`config.mk`:
```
export PLATFORM = sky130hd
export DESIGN_NAME = flash_boot_loader
export DESIGN_NICKNAME = d
export VERILOG_FILES = /design/src/rtl/flash_boot_pkg.sv /design/src/rtl/spi_shift_engine.sv /design/src/rtl/flash_boot_loader.sv
export SDC_FILE = /design/constraint.sdc
export NUM_CORES = 1
export LEC_CHECK = 0
export CORE_MARGIN = 3
export CORE_UTILIZATION = 56
export DETAILED_ROUTE_END_ITERATION = 16
export MAX_ROUTING_LAYER = met4
export PLACE_DENSITY = 0.88
export SETUP_SLACK_MARGIN = 0.2
export SLEW_MARGIN = 10
export SYNTH_ARGS = -nofsm -noshare
export SYNTH_HDL_FRONTEND = slang
export SYNTH_SLANG_ARGS = --single-unit
```
`constraint.sdc`:
```
create_clock -name clock -period 2.75 [get_ports clock]
set_input_delay 0.55 -clock clock [delete_from_list [all_inputs] [get_ports clock]]
set_output_delay 0.55 -clock clock [all_outputs]
set_load 0.02 [all_outputs]
```
`src/rtl/flash_boot_pkg.sv`:
```
// flash_boot_pkg: shared definitions for the SPI-flash boot loader.
//   - SPI flash command opcodes (read, reset-enable, reset)
//   - FSM state encoding used by flash_boot_loader
// The reset-sequence states only exist when FLASH_RESET_EN is defined.
package flash_boot_pkg;

  localparam logic [7:0] CMD_READ   = 8'h03;
  localparam logic [7:0] CMD_RST_EN = 8'h66;
  localparam logic [7:0] CMD_RST    = 8'h99;

  typedef enum logic [3:0] {
    ST_IDLE,
`ifdef FLASH_RESET_EN
    ST_RST1,
    ST_RST2,
    ST_RWAIT,
`endif
    ST_CMD,
    ST_ADDR,
    ST_DATA,
    ST_WRITE,
    ST_FINISH
  } state_t;

endpackage

```
`src/rtl/spi_shift_engine.sv`:
```
// spi_shift_engine: SPI mode-0 bit engine for the flash boot loader.
//   SCK divider (toggles every CLK_DIV cycles while a transfer runs), internal
//   rise/fall strobes, MSB-first TX shift register and RX shift register.
// Ports:
//   clock, reset   system clock, synchronous active-high reset
//   enable         engine may run; when low SCK is forced low and the divider cleared
//   load           start a transfer: latch tx_data (MSB-aligned) and nbits
//   nbits          number of SCK rises in the transfer (1..32)
//   tx_data        transmit word, bit 31 goes out first
//   miso           serial input, sampled on each rise strobe into the LSB
//   sck, mosi      flash clock and serial output (mosi valid before first rise)
//   rx_data        last RX_W received bits, first bit received in the MSB
//   xfer_done      1-cycle strobe on the fall that ends the last bit
module spi_shift_engine #(
  parameter int unsigned CLK_DIV = 8,
  parameter int unsigned RX_W    = 16
) (
  input  logic            clock,
  input  logic            reset,
  input  logic            enable,
  input  logic            load,
  input  logic [5:0]      nbits,
  input  logic [31:0]     tx_data,
  input  logic            miso,
  output logic            sck,
  output logic            mosi,
  output logic [RX_W-1:0] rx_data,
  output logic            xfer_done
);

  localparam int unsigned DIV_W = $clog2(CLK_DIV);

  logic [DIV_W-1:0] div_cnt;
  logic             running;
  logic [5:0]       bit_cnt;
  logic [31:0]      tx_sr;
  logic             tick;
  logic             rise;
  logic             fall;

  assign tick      = running && (div_cnt == DIV_W'(CLK_DIV - 1));
  assign rise      = tick && !sck;
  assign fall      = tick && sck;
  // A transfer ends on the fall after its last rise so SCK always parks low.
  assign xfer_done = fall && (bit_cnt == '0);
  assign mosi      = tx_sr[31];

  always_ff @(posedge clock) begin
    if (reset) begin
      div_cnt <= '0;
      running <= 1'b0;
      bit_cnt <= '0;
      tx_sr   <= '0;
      rx_data <= '0;
      sck     <= 1'b0;
    end else if (load) begin
      div_cnt <= '0;
      running <= 1'b1;
      bit_cnt <= nbits;
      tx_sr   <= tx_data;
      sck     <= 1'b0;
    end else if (!enable) begin
      div_cnt <= '0;
      running <= 1'b0;
      sck     <= 1'b0;
    end else if (running) begin
      if (tick) begin
        div_cnt <= '0;
        sck     <= !sck;
        if (rise) begin
          rx_data <= {rx_data[RX_W-2:0], miso};
          bit_cnt <= bit_cnt - 6'd1;
        end else begin
          tx_sr <= {tx_sr[30:0], 1'b0};
          if (bit_cnt == '0) running <= 1'b0;
        end
      end else begin
        div_cnt <= div_cnt + DIV_W'(1);
      end
    end
  end

endmodule

```
`src/rtl/flash_boot_loader.sv`:
```
// flash_boot_loader: streams WORD_COUNT big-endian words from SPI flash
// (read command 0x03 at FLASH_OFFSET) into a memory write port with
// valid/ready back-pressure and a start/busy/done handshake.
// Configuration macro: FLASH_RESET_EN -- when defined, every load first sends
//   0x66 and 0x99 frames and waits RESET_WAIT cycles before the read.
// Ports:
//   clock, reset    system clock, synchronous active-high reset
//   start           1-cycle load request (ignored while busy)
//   busy, done      load in progress / sticky completion flag
//   spi_sck, spi_ssb, spi_mosi, spi_miso   SPI flash pins (mode 0)
//   mem_address, mem_data, mem_load, mem_ready   memory write port
module flash_boot_loader
  import flash_boot_pkg::*;
#(
  parameter int unsigned CLK_DIV      = 8,
  parameter logic [23:0] FLASH_OFFSET = 24'h100000,
  parameter int unsigned WORD_BYTES   = 2,
  parameter int unsigned ADDR_WIDTH   = 14,
  parameter int unsigned WORD_COUNT   = 16384,
  parameter int unsigned RESET_WAIT   = 400
) (
  input  logic                    clock,
  input  logic                    reset,
  input  logic                    start,
  output logic                    busy,
  output logic                    done,
  output logic                    spi_sck,
  output logic                    spi_ssb,
  output logic                    spi_mosi,
  input  logic                    spi_miso,
  output logic [ADDR_WIDTH-1:0]   mem_address,
  output logic [8*WORD_BYTES-1:0] mem_data,
  output logic                    mem_load,
  input  logic                    mem_ready
);

  localparam int unsigned DW        = 8 * WORD_BYTES;
  localparam int unsigned CW        = $clog2(WORD_COUNT + 1);
  localparam logic [5:0]  DATA_BITS = 6'(DW);

  if (CLK_DIV < 2 || WORD_BYTES < 1 || WORD_BYTES > 4 || WORD_COUNT < 1 ||
      longint'(WORD_COUNT) > (longint'(1) << ADDR_WIDTH) || RESET_WAIT < 1) begin : g_bad_params
    $error("flash_boot_loader: illegal parameter combination");
  end

  state_t          state, state_d;
  logic            busy_d, done_d, ssb_d, load_d;
  logic [ADDR_WIDTH-1:0] addr_d;
  logic [DW-1:0]   data_d;
  logic [CW-1:0]   wcnt, wcnt_d;

  logic            eng_en, eng_load, xfer_done;
  logic [5:0]      eng_nbits;
  logic [31:0]     eng_tx;
  logic [DW-1:0]   rx_data;

`ifdef FLASH_RESET_EN
  localparam int unsigned RW_W = $clog2(RESET_WAIT + 1);
  logic [RW_W-1:0] rwait, rwait_d;
`endif

  spi_shift_engine #(
    .CLK_DIV (CLK_DIV),
    .RX_W    (DW)
  ) u_engine (
    .clock     (clock),
    .reset     (reset),
    .enable    (eng_en),
    .load      (eng_load),
    .nbits     (eng_nbits),
    .tx_data   (eng_tx),
    .miso      (spi_miso),
    .sck       (spi_sck),
    .mosi      (spi_mosi),
    .rx_data   (rx_data),
    .xfer_done (xfer_done)
  );

  // A new transfer is loaded on the same edge that SSB falls (or the state
  // is entered), so the first MOSI bit is already valid when SSB goes low.
  always_comb begin
    state_d   = state;
    busy_d    = busy;
    done_d    = done;
    ssb_d     = spi_ssb;
    load_d    = mem_load;
    addr_d    = mem_address;
    data_d    = mem_data;
    wcnt_d    = wcnt;
    eng_en    = 1'b0;
    eng_load  = 1'b0;
    eng_nbits = 6'd8;
    eng_tx    = '0;
`ifdef FLASH_RESET_EN
    rwait_d   = rwait;
`endif
    unique case (state)
      ST_IDLE: begin
        if (start) begin
          done_d   = 1'b0;
          busy_d   = 1'b1;
          wcnt_d   = '0;
          addr_d   = '0;
          ssb_d    = 1'b0;
          eng_load = 1'b1;
`ifdef FLASH_RESET_EN
          eng_tx   = {CMD_RST_EN, 24'h0};
          state_d  = ST_RST1;
`else
          eng_tx   = {CMD_READ, 24'h0};
          state_d  = ST_CMD;
`endif
        end
      end
`ifdef FLASH_RESET_EN
      ST_RST1: begin
        eng_en = 1'b1;
        if (xfer_done) begin
          ssb_d   = 1'b1;
          state_d = ST_RST2;
        end
      end
      ST_RST2: begin
        eng_en = 1'b1;
        // First cycle here has SSB high from the 0x66 frame: that is the gap.
        if (spi_ssb) begin
          ssb_d    = 1'b0;
          eng_load = 1'b1;
          eng_tx   = {CMD_RST, 24'h0};
        end else if (xfer_done) begin
          ssb_d   = 1'b1;
          rwait_d = '0;
          state_d = ST_RWAIT;
        end
      end
      ST_RWAIT: begin
        if (rwait == RW_W'(RESET_WAIT - 1)) begin
          ssb_d    = 1'b0;
          eng_load = 1'b1;
          eng_tx   = {CMD_READ, 24'h0};
          state_d  = ST_CMD;
        end else begin
          rwait_d = rwait + RW_W'(1);
        end
      end
`endif
      ST_CMD: begin
        eng_en = 1'b1;
        if (xfer_done) begin
          eng_load  = 1'b1;
          eng_nbits = 6'd24;
          eng_tx    = {FLASH_OFFSET, 8'h00};
          state_d   = ST_ADDR;
        end
      end
      ST_ADDR: begin
        eng_en = 1'b1;
        if (xfer_done) begin
          eng_load  = 1'b1;
          eng_nbits = DATA_BITS;
          state_d   = ST_DATA;
        end
      end
      ST_DATA: begin
        eng_en = 1'b1;
        if (xfer_done) begin
          load_d  = 1'b1;
          data_d  = rx_data;
          state_d = ST_WRITE;
        end
      end
      ST_WRITE: begin
        if (mem_ready) begin
          load_d = 1'b0;
          if (wcnt == CW'(WORD_COUNT - 1)) begin
            state_d = ST_FINISH;
          end else begin
            addr_d    = mem_address + ADDR_WIDTH'(1);
            wcnt_d    = wcnt + CW'(1);
            eng_load  = 1'b1;
            eng_nbits = DATA_BITS;
            state_d   = ST_DATA;
          end
        end
      end
      ST_FINISH: begin
        ssb_d   = 1'b1;
        busy_d  = 1'b0;
        done_d  = 1'b1;
        state_d = ST_IDLE;
      end
      default: state_d = ST_IDLE;
    endcase
  end

  always_ff @(posedge clock) begin
    if (reset) begin
      state       <= ST_IDLE;
      busy        <= 1'b0;
      done        <= 1'b0;
      spi_ssb     <= 1'b1;
      mem_load    <= 1'b0;
      mem_address <= '0;
      mem_data    <= '0;
      wcnt        <= '0;
`ifdef FLASH_RESET_EN
      rwait       <= '0;
`endif
    end else begin
      state       <= state_d;
      busy        <= busy_d;
      done        <= done_d;
      spi_ssb     <= ssb_d;
      mem_load    <= load_d;
      mem_address <= addr_d;
      mem_data    <= data_d;
      wcnt        <= wcnt_d;
`ifdef FLASH_RESET_EN
      rwait       <= rwait_d;
`endif
    end
  end

endmodule

```
==> run_results.csv <==
group,metric,value,unit
outcome,status,"completed",
logic_synthesis,synth_top_family_by_area,"simple AND/OR/NAND/NOR gates",
routing,wl_per_cell,14.4,um
routing,vias,3405,
pwr,total_power,2.23,mW
place,port_buffers,40,
logic_synthesis,synth_area,3780,sq um
global_routing,top_usage_layer,"met2",
worst_setup_path,arrival,2.67,ns
clocking,cts_sinks,87,
min_path,hold_end,"mem_data[11]",
worst_setup_path,crit_slowest_cell,"or3b_2",
place,dp_hpwl,5570,um
job,drv_cap,0,
logic_synthesis,ys_warn_count,0,
pwr,p_switching,553,uW
routing,drt_iter0_drc,202,
logic_synthesis,synth-seq-cells,87,
logic_synthesis,synth-simple-area-share,27.5,%
sta,drv_slew,0,
die,die_h,88.2,um
global_routing,antenna_found_initial,0,
worst_setup_path,r2r-start,"u_engine.div_cnt[0]",
pwr,p_int,1.67,mW
clocking,post_cts.repair.setup_buffers,0,
die,fp.dieW,88.2,um
cells_and_area,drive_above_1_share,8.80,%
sta,setup_viol,0,
worst_setup_path,cp-start-kind,"flop",
logic_synthesis,synth.net_count,467,
global_routing,grt_overflow_total,0,
worst_setup_path,crit_start,"u_engine.div_cnt[0]",
sta,rsz0062_at_grt,"no",
logic_synthesis,ys.flop_type,"dfxtp_1",
sta,tightest_slew,0.581,ns
cells_and_area,fillers,505,
die,num_rows,29,
worst_setup_path,end_kind,"flop",
logic_synthesis,synth_edf_count,0,
logic_synthesis,synth_mux_area_share,2.71,%
logic_synthesis,synth_adder_area_share,1.99,%
pwr,cellLeakagePower,1.45,nW
logic_synthesis,synth_xor_area_share,3.47,%
sta,final.period_utilization,88.4,%
cells_and_area,layout.nets,506,
clocking,cts_buffers,9,
logic_synthesis,ys_seq_area_share,46.1,%
cells_and_area,register_area,1740,sq um
die,io_pins,41,
logic_synthesis,syn_area_per_cell,8.29,sq um
logic_synthesis,synthArstFlopShare,0,%
worst_setup_path,path_class,"flop to flop",
pwr,vdd_drop_max,0.000475,V
logic_synthesis,syn_inst,456,
clocking,cts_root_buffer,"clkbuf_8",
clocking,path_clk_slew,0.09,ns
worst_setup_path,rrSetupSlack,0.32,ns
pwr,pwr-share-clk,36.7,%
global_routing,grt_pass1_wl,14600,um
pwr,sw_frac_of_total,24.8,%
clocking,cts_tree,"done",
cells_and_area,multi_input_area,1890,sq um
global_routing,grt_use_met1,29.3,%
sta,slew_headroom,61.2,%
worst_setup_path,cp.required,2.99,ns
global_routing,grt_use_total,23.9,%
min_path,whs_path_depth,2,
cells_and_area,area_growth,17.4,%
clocking,clkLatencyLatePin,0.35,ns
clocking,htree_levels,3,
die,coreArea,6460,sq um
global_routing,use_met3,5.55,%
routing,drt-total-wl,8300,um
cells_and_area,diodes,0,
worst_setup_path,crit_top_cell,"ha_1",
worst_setup_path,worstPathCellList,"ha_1, ha_1, and2_1, nand3_1, or3b_2, and4_1, a311o_1",
die,initial_core_util,58.5,%
sta,hold_viol_final,0,
sta,fin_skew,0.0120,ns
routing,final_antenna_net_count,0,
routing,viasPerCell,5.90,
worst_setup_path,r2r_end,"u_engine.tx_sr[28]",
sta,post-route-min-period,2.43,ns
global_routing,grt.met2_usage,37.9,%
logic_synthesis,synth-compound-area-share,14.2,%
clocking,cts_buffer_depth,2,
worst_setup_path,cpPeakStageDelay,0.53,ns
global_routing,grt_pass1_vias,3252,
global_routing,grt_max_degree,46,
routing,firstDrtPassIters,5,
min_path,hold_path.class,"flop to flop",
sta,setup_tns,0,ns
clocking,ctsHoldBuffers,0,
routing,drc,0,
place,gp_congestion,0.837,
clocking,cts-resized-gates,0,
min_path,worstHoldStart,"mem_data[11]",
worst_setup_path,worst-path-max-fanout,6,
sta,fmax,411,MHz
logic_synthesis,ys_types,47,
die,die_area,7770,sq um
pwr,p_comb_share,5.5,%
worst_setup_path,r2r_cells,7,
pwr,power_density,501,nW/um^2
pwr,p_seq_share,57.8,%
-- critical path, delay by kind of cell (launching register included) --
kind	cells	cell delay, ns
flops	1	0.37
simple gates	4	1.22
fa+ha+maj	2	0.42
compound gates	1	0.30
-- metrics by stage --
stage	util [%]	worst slack (ns)	cells	area, sq um	hold WS [ns]
6_report	68.8	0.319	577	4440	0.455
3_3_place_gp	65.9	0.219	561	4260	0.427
4_1_cts	68.8	0.326	577	4440	0.451
5_1_grt	68.8	0.216	577	4440	0.475
3_5_place_dp	65.9	0.134	561	4260	0.439
2_1_floorplan	-	0.653	456	3780	0.414
-- kinds of logic after synthesis --
kind of cell,Yosys count
simple gates,214
buf+inv,33
fa+ha+maj,6
compound gates,91
mux,10
xor+xnor,15
flops,87
-- flip-flops by register name, indices dropped and copies added, names as in the netlist --
signal and count:
mem_address 14, busy 1, mem_data 16, state 3, done 1, mem_load 1, u_engine.bit_cnt 6, u_engine.tx_sr 8
spi_ssb 1, wcnt 15, u_engine.sck 1, u_engine.div_cnt 3, u_engine.running 1, u_engine.rx_data 16
-- power groups by stage --
stage	registers, mW	clock network (mW)	logic (mW)
after floorplan	1.31	0	0.0927
after global placement	1.31	0	0.120
after detailed placement	1.32	0	0.123
after CTS	1.29	0.827	0.123
after global routing	1.29	0.874	0.138
final	1.29	0.817	0.124
-- synth_stat cells (2+ instances only) --
library cell / n / area, sq um
nor2b_1: 2 / 12.5
nor2_1: 36 / 135
o211ai_1: 2 / 15.0
a31o_2: 2 / 17.5
or3b_2: 2 / 17.5
o31ai_1: 9 / 67.6
nor4_1: 10 / 62.6
and4_1: 2 / 17.5
mux2i_1: 8 / 80.1
a41oi_1: 2 / 17.5
or3_1: 6 / 37.5
xor2_1: 3 / 26.3
and3_1: 2 / 12.5
nand2b_1: 2 / 12.5
nor3_2: 2 / 20.0
clkbuf_1: 19 / 71.3
inv_1: 7 / 26.3
xnor2_1: 12 / 105
nor3_1: 11 / 55.1
a21oi_1: 56 / 280
buf_2: 4 / 20.0
and2_1: 6 / 37.5
mux2_2: 2 / 22.5
or4_1: 10 / 75.1
ha_1: 6 / 75.1
nand4_1: 10 / 62.6
a211oi_1: 2 / 15.0
nand3_1: 16 / 80.1
buf_6: 3 / 33.8
dfxtp_1: 87 / 1740
o21ai_0: 7 / 35.0
nand2_1: 90 / 338
a31oi_1: 4 / 25.0
-- layer usage --
metal	up-vias	wire, um
met2	87	3990
li1	1683	-
met1	1618	3710
met5	-	0
met4	0	146
met3	17	446
-- cell usage in the layout (no fill, tap or decap), drive strengths merged, types with 9 or more instances in the layout --
cell           instances
a21oi                 56
buf                   14
clkbuf                10
clkdlybuf4s50         40
dfxtp                 87
nand2                 90
nand3                 16
nand4                 10
nor2                  37
nor3                  13
nor4                  10
o31ai                  9
or4                   10
xnor2                 12
-- worst max path at each step --
stage | cells after the start | endpoint
final | 7 | u_engine.tx_sr[28]
after global routing | 7 | u_engine.tx_sr[28]
after CTS | 7 | u_engine.tx_sr[28]
after detailed placement | 5 | mem_address[12]
after global placement | 5 | mem_address[7]
after floorplan | 7 | u_engine.tx_sr[28]
-- area by class of cell --
cell class,instances,share of cell area [%]
tap,77,2.17
inverter,7,0.592
clock inverter,6,1.01
timing repair buffer,54,11.4
multi-input combinational,336,42.5
clock buffer,10,3.10
sequential,87,39.2
Note: power is estimated with default switching activity, not from simulation.
